File: config.mk
export PLATFORM = sky130hd
export DESIGN_NAME = aux_native_tr_ctrl
export DESIGN_NICKNAME = d
export VERILOG_FILES = /design/src/rtl/aux_native_pkg.sv /design/src/rtl/aux_reply_timer.sv /design/src/rtl/aux_native_tr_ctrl.sv
export SDC_FILE = /design/constraint.sdc
export NUM_CORES = 1
export LEC_CHECK = 0
export CAP_MARGIN = 40
export CELL_PAD_IN_SITES_DETAIL_PLACEMENT = 0
export CELL_PAD_IN_SITES_GLOBAL_PLACEMENT = 1
export CORE_MARGIN = 10
export CORE_UTILIZATION = 35
export CTS_CLUSTER_SIZE = 14
export DETAILED_ROUTE_END_ITERATION = 7
export PLACE_DENSITY = 0.7
export SYNTH_ARGS = -nofsm -noshare
export SYNTH_HDL_FRONTEND = slang
export SYNTH_SLANG_ARGS = --single-unit
File: constraint.sdc
create_clock -name clk -period 3.4 [get_ports clk]
set_input_delay 0.34 -clock clk [delete_from_list [all_inputs] [get_ports clk]]
set_output_delay 0.34 -clock clk [all_outputs]
set_load 0.005 [all_outputs]
File: src/rtl/aux_native_pkg.sv
// Shared encodings for the AUX native transaction controller: FSM states,
// sink reply codes, final status codes and request commands.
package aux_native_pkg;

  typedef enum logic [2:0] {
    IDLE,
    TX,
    WAIT_REPLY,
    GAP,
    DONE
  } state_t;

  localparam logic [1:0] REPLY_ACK   = 2'b00;
  localparam logic [1:0] REPLY_NACK  = 2'b01;
  localparam logic [1:0] REPLY_DEFER = 2'b10;
  localparam logic [1:0] REPLY_RSVD  = 2'b11;

  localparam logic [1:0] ST_OK        = 2'b00;
  localparam logic [1:0] ST_NACK      = 2'b01;
  localparam logic [1:0] ST_EXHAUSTED = 2'b10;
  localparam logic [1:0] ST_PROTO     = 2'b11;

  localparam logic [1:0] CMD_WRITE = 2'b00;
  localparam logic [1:0] CMD_READ  = 2'b01;

  // Largest byte count a single native write may report as accepted.
  localparam logic [7:0] MAX_ACCEPT_M = 8'd15;

  // Number of data bytes in a request; LEN=255 needs the ninth bit.
  function automatic logic [8:0] byte_count(input logic [7:0] len);
    return {1'b0, len} + 9'd1;
  endfunction

endpackage

File: src/rtl/aux_reply_timer.sv
// Loadable up-counter with a terminal flag, used both for the reply timeout
// and for the inter-retry gap.
module aux_reply_timer #(
  parameter int W    = 12,
  parameter int TERM = 0
) (
  input  logic         clk,
  input  logic         rst_n,
  input  logic         load,
  input  logic [W-1:0] load_val,
  input  logic         en,
  output logic         term
);

  logic [W-1:0] cnt;

  always_ff @(posedge clk or negedge rst_n) begin
    if (!rst_n) begin
      cnt <= '0;
    end else if (load) begin
      cnt <= load_val;
    end else if (en) begin
      cnt <= cnt + W'(1);
    end
  end

  assign term = (cnt == W'(TERM));

endmodule

File: src/rtl/aux_native_tr_ctrl.sv
// Native AUX transaction controller: follows one request from encoder TX to
// sink reply, handles DEFER/NACK/timeout retries and reports a final status.
module aux_native_tr_ctrl
  import aux_native_pkg::*;
#(
  parameter int TIMEOUT_CYCLES = 4000,
  parameter int MAX_RETRIES    = 7,
  parameter int RETRY_GAP      = 16
) (
  input  logic       clk,
  input  logic       rst_n,
  input  logic       de_mux_native_tr_vld,
  input  logic [1:0] de_mux_native_cmd,
  input  logic [7:0] de_mux_native_len,
  input  logic       native_msg_vld,
  input  logic       reply_vld,
  input  logic [1:0] reply_cmd,
  input  logic [7:0] reply_m,
  output logic       ctrl_native_retrans,
  output logic [7:0] ctrl_done_data_number,
  output logic       ctrl_busy,
  output logic       ctrl_done,
  output logic [1:0] ctrl_status,
  output logic [2:0] ctrl_retry_cnt
);

  localparam int TMR_W = (TIMEOUT_CYCLES > 1) ? $clog2(TIMEOUT_CYCLES) : 1;
  localparam int GAP_W = (RETRY_GAP > 1) ? $clog2(RETRY_GAP) : 1;

  state_t     state;
  logic [1:0] cmd_q;
  logic [7:0] len_q;
  logic [8:0] len_p1;
  logic       native_msg_vld_p1;
  logic       msg_fall;
  logic       tmr_term;
  logic       gap_term;

  logic       wr_fin;
  logic       wr_retry;
  logic       wr_done_upd;
  logic [1:0] wr_status;

  assign len_p1   = byte_count(len_q);
  assign msg_fall = native_msg_vld_p1 && !native_msg_vld;

  // Both counters sit at zero outside their state, so entry always starts a fresh count.
  aux_reply_timer #(
    .W    (TMR_W),
    .TERM (TIMEOUT_CYCLES - 1)
  ) u_reply_tmr (
    .clk      (clk),
    .rst_n    (rst_n),
    .load     (state != WAIT_REPLY),
    .load_val ('0),
    .en       (1'b1),
    .term     (tmr_term)
  );

  aux_reply_timer #(
    .W    (GAP_W),
    .TERM (RETRY_GAP - 1)
  ) u_gap_tmr (
    .clk      (clk),
    .rst_n    (rst_n),
    .load     (state != GAP),
    .load_val ('0),
    .en       (1'b1),
    .term     (gap_term)
  );

  // Reply decode; a reply in the timeout cycle takes precedence over the timeout.
  always_comb begin
    wr_fin      = 1'b0;
    wr_retry    = 1'b0;
    wr_done_upd = 1'b0;
    wr_status   = ST_OK;
    if (reply_vld) begin
      case (reply_cmd)
        REPLY_ACK: begin
          wr_fin = 1'b1;
        end
        REPLY_NACK: begin
          if (cmd_q != CMD_WRITE) begin
            wr_fin    = 1'b1;
            wr_status = ST_NACK;
          end else if (({1'b0, reply_m} > len_p1) || (reply_m > MAX_ACCEPT_M) ||
                       (reply_m < ctrl_done_data_number)) begin
            wr_fin    = 1'b1;
            wr_status = ST_PROTO;
          end else if ({1'b0, reply_m} == len_p1) begin
            wr_fin      = 1'b1;
            wr_done_upd = 1'b1;
          end else begin
            wr_retry    = 1'b1;
            wr_done_upd = 1'b1;
          end
        end
        REPLY_DEFER: begin
          wr_retry = 1'b1;
        end
        default: begin
          wr_fin    = 1'b1;
          wr_status = ST_PROTO;
        end
      endcase
    end else if (tmr_term) begin
      wr_retry = 1'b1;
    end
  end

  // Request attributes are pure data and only meaningful once a request is latched.
  always_ff @(posedge clk) begin
    if (state == IDLE && de_mux_native_tr_vld) begin
      cmd_q <= de_mux_native_cmd;
      len_q <= de_mux_native_len;
    end
  end

  always_ff @(posedge clk or negedge rst_n) begin
    if (!rst_n) begin
      state                 <= IDLE;
      native_msg_vld_p1     <= 1'b0;
      ctrl_native_retrans   <= 1'b0;
      ctrl_done_data_number <= '0;
      ctrl_busy             <= 1'b0;
      ctrl_done             <= 1'b0;
      ctrl_status           <= ST_OK;
      ctrl_retry_cnt        <= '0;
    end else begin
      native_msg_vld_p1   <= native_msg_vld;
      ctrl_native_retrans <= 1'b0;
      ctrl_done           <= 1'b0;
      case (state)
        IDLE: begin
          if (de_mux_native_tr_vld) begin
            ctrl_retry_cnt        <= '0;
            ctrl_done_data_number <= '0;
            ctrl_status           <= ST_OK;
            ctrl_busy             <= 1'b1;
            state                 <= TX;
          end
        end
        TX: begin
          if (msg_fall) begin
            state <= WAIT_REPLY;
          end
        end
        WAIT_REPLY: begin
          if (wr_done_upd) begin
            ctrl_done_data_number <= reply_m;
          end
          if (wr_fin) begin
            ctrl_status <= wr_status;
            ctrl_done   <= 1'b1;
            state       <= DONE;
          end else if (wr_retry) begin
            if (ctrl_retry_cnt == 3'(MAX_RETRIES)) begin
              ctrl_status <= ST_EXHAUSTED;
              ctrl_done   <= 1'b1;
              state       <= DONE;
            end else begin
              ctrl_retry_cnt <= ctrl_retry_cnt + 3'd1;
              state          <= GAP;
            end
          end
        end
        GAP: begin
          if (gap_term) begin
            ctrl_native_retrans <= 1'b1;
            state               <= TX;
          end
        end
        DONE: begin
          ctrl_busy <= 1'b0;
          state     <= IDLE;
        end
        default: begin
          state <= IDLE;
        end
      endcase
    end
  end

endmodule

==> summary.md, run 1 <==
| Metric | Value |
|---|---|
| Crit path max-delay family | compound AO/OA/AOI/OAI gates |
| Commonest cells after routing, fill and taps aside | clkdlybuf4s50_1, dfrtp_1, nor2_1 |
| Main synth FF type | dfrtp_1 |
| CTS buffer count | 5 |
| CP dominant cell by count | ha_1 |
| Post-cts resize count | 0 |
| Unique masters post-synth | 44 |
| Synth top area share | 35.2% |
| GRT Util Overall | 9.71% |
| Crit-path slowest cell | or3b_4 |
| Syn Area/Cell | 10.2 sq um |
| Worst vdd ir | 0.202 mV |
| Ant. Diodes | 0 |
| DPL Wire Length | 4.12 mm |
| Post-synth top area cell | dfrtp_1 |
| Grt met1 use | 12.0% |
| Status | completed |
| Vias in the first global route | 1967 |
| Max-cap viol count | 0 |
| EDFF count, synth | 10 |
| DRT iter0 DRCs | 32 |
| Hold WC Path Type | in -> async |
| Largest net degree at the start of global routing | 37 |
| Final min period | 3.24 ns |
| IO buf count | 40 |
| P_leak | 1.37 nW |
| Initial antenna violation count | 0 |
| Fraction of registers with async set/reset | 78.3% |
| Critical path buffer and inverter count | 0 |
| Maximum fanout along the worst path | 3 |
| Routed length per placed instance | 12.9 um |
| Area of the mapped netlist | 0.00256 sq mm |
| Critical Path AT | 3.42 ns |
| Cell Chain, Critical Path | ha_1 > and3_1 > nand3_1 > xor2_1 > ha_1 > a21o_1 > a221oi_1 > a21bo_2 > o2bb2a_1 > o21ai_0 > or3b_4 > mux2i_1 |
| Register-to-Register Path Depth | 12 |
| Synthesis-stage register bit count | 46 |
| Reg2reg setup slack | 0.16 ns |
| DRT Wirelength | 5.14 mm |
| H-tree levels | 2 |
| RePlAce Congestion | 0.731 |
| Sequential area share after synthesis | 46.9% |
| CP Class | reg -> reg |
| Crit start category | flop |
| Root Driver | clkbuf_8 |
| Layout fillers | 699 |
| Hold Vio Cnt, Final | 0 |
| Num rows | 31 |
| Routed vias/inst | 4.72 |
| Worst-Margin Slew | 0.591 ns |
| GR Layer Usage met3 | 2.74% |
| Area post-placement | 0.00309 sq mm |
| Post-CTS Hold Buffers | 0 |
| Grt ovf | 0 |
| Setup fix buffers added after clock tree synthesis | 0 |
| Clock slew at reported path FFs | 0.09 ns |
| Initial Util | 35.7% |
| Most common library cell in the layout ignoring fill and taps | clkdlybuf4s50_1 |
| Die width | 106 um |
| Critical Path RT | 3.58 ns |
| Area grow syn2layout | 24.2% |
| Routing usage on met2 | 15.9% |
| Cells after synthesis | 252 |
| Number of I/O pins | 41 |
| Nets | 346 |
| Layout cell share with drive strength beyond 1 | 6.69% |
| Clock Latency Late Sink | 0.29 ns |
| First-pass GRT wire length | 9.09 mm |
| YS warnings | 0 |
| Relative slew margins | 60.4% |
| Via count | 1879 |
| RSZ-0062 raised after global routing | false |
| DRC viols | 0 |
| Post-route ant nets | 0 |
| Drt pass-1 iters | 4 |
| Final setup fails | 0 |
| Die area | 0.0111 sq mm |
| CTS tree | yes |
| Top post-synthesis cells by area | dfrtp_1, edfxtp_1, ha_1, nor2_1, xor2_1 |
| Critical path endpoint category | flop |
| Slew Viols, Final | 0 |
| Final cycle utilization of the critical path | 95.3% |
| TNS Setup | 0 ns |
| Core Box Area | 0.00718 sq mm |
| Fmax | 309 MHz |
| Hold WS | 0.447 ns |
| CP peak stage delay | 0.44 ns |
| Busiest grt layer | met2 |
| Clock skew | 0.00735 ns |
| Final Instance Area | 0.00318 sq mm |
| Die H | 106 um |
| Clk sinks | 46 |
| Net Count, Synth | 300 |
| Power density over cell area | 434 mW/mm^2 |
| Stages on the worst setup path | 12 |
| Clock tree buffer depth | 2 |
## cell usage after synthesis, types with 4 or more instances
cell / count
a21oi_1: 11
and3_1: 9
dfrtp_1: 36
edfxtp_1: 10
ha_1: 23
inv_1: 18
nand2_1: 21
nand3_1: 9
nor2_1: 28
nor2b_1: 4
nor3_1: 10
o21ai_0: 7
xnor2_1: 8
xor2_1: 10
## per-stage QoR
stage	utilization, %	total power (W)	cells	setup WS (ns)
floorplan	-	0.000916	252	0.312
global placement	43.0	0.00106	389	0.155
detailed placement	43.1	0.00107	390	0.115
CTS	44.3	0.00141	398	0.101
global route	44.3	0.00148	398	0.0146
finish	44.3	0.00138	398	0.161
## registers in the layout, indices dropped and copies added (netlist names)
register and flops:
u_reply_tmr.cnt 12, ctrl_done_data_number 8, len_q 8, u_gap_tmr.cnt 4
ctrl_retry_cnt 3, state 3, cmd_q 2, ctrl_status 2
ctrl_busy 1, ctrl_done 1, ctrl_native_retrans 1, native_msg_vld_p1 1
## layout make-up
cell class / count / area (sq um) / share of cell area, %
Clock buffer: 5 / 68.8 / 2.16
Clock inverter: 3 / 21.3 / 0.669
Sequential cell: 46 / 1200 / 37.8
Tap cell: 99 / 124 / 3.89
Inverter: 19 / 71.3 / 2.24
Timing Repair Buffer: 43 / 420 / 13.2
Multi-Input combinational cell: 183 / 1270 / 40.1
## metal layers
metal  routed length (um)  vias up
met5                    0        -
met4                   49        0
met3                  207        2
met2                 2430       25
met1                 2460      871
li1                     -      981
## worst reg2reg max path, delay by kind of cell (launching register included)
kind,cells,cell delay [ns]
multiplexers,1,0.13
adder cells (fa/ha/maj),2,0.49
AO/OA/AOI/OAI,5,1.20
AND/OR/NAND/NOR,3,0.75
flip-flops,1,0.42
XOR/XNOR,1,0.15
## report_power, final
group / total (W) / leakage [nW] / internal [W] / switching [W]
registers: 0.000685 / 0.580 / 0.000634 / 0.0000503
clock network: 0.000331 / 0.0441 / 0.000145 / 0.000186
logic: 0.000365 / 0.750 / 0.000178 / 0.000187
total: 0.00138 / 1.37 / 0.000956 / 0.000424
## path summary, 6_finish.rpt
check,from,end
setup / recovery,len_q[0],ctrl_retry_cnt[0]
hold / removal,rst_n,u_reply_tmr.cnt[3]
setup reg to reg,len_q[0],ctrl_retry_cnt[0]
hold reg to reg,u_gap_tmr.cnt[0],u_gap_tmr.cnt[0]
max in group asynchronous,rst_n,ctrl_done_data_number[4]
min in group clk,u_gap_tmr.cnt[0],u_gap_tmr.cnt[0]
## cell families after synthesis
group | after synthesis | share of synthesized area, %
AOI/OAI and AO/OA | 39 | 10.6
and+or+nand+nor | 100 | 20.5
DFF | 46 | 46.9
adders and majority gates | 23 | 11.2
xor gates and xnor gates | 18 | 6.16
muxes | 3 | 1.17
buffers and inverters | 23 | 3.42
Note: power is estimated with default switching activity, not from simulation.
==> inputs of run 2 (changes only) <==
--- a/config.mk
+++ b/config.mk
@@ -10,9 +10,11 @@
 export CELL_PAD_IN_SITES_GLOBAL_PLACEMENT = 1
 export CORE_MARGIN = 10
 export CORE_UTILIZATION = 35
+export CTS_BUF_LIST = sky130_fd_sc_hd__clkbuf_8
 export CTS_CLUSTER_SIZE = 14
 export DETAILED_ROUTE_END_ITERATION = 7
 export PLACE_DENSITY = 0.7
 export SYNTH_ARGS = -nofsm -noshare
 export SYNTH_HDL_FRONTEND = slang
 export SYNTH_SLANG_ARGS = --single-unit
+export TNS_END_PERCENT = 10
==> results of run 2 <==
The final DEF is identical to that of run 1; final timing and power are the same.
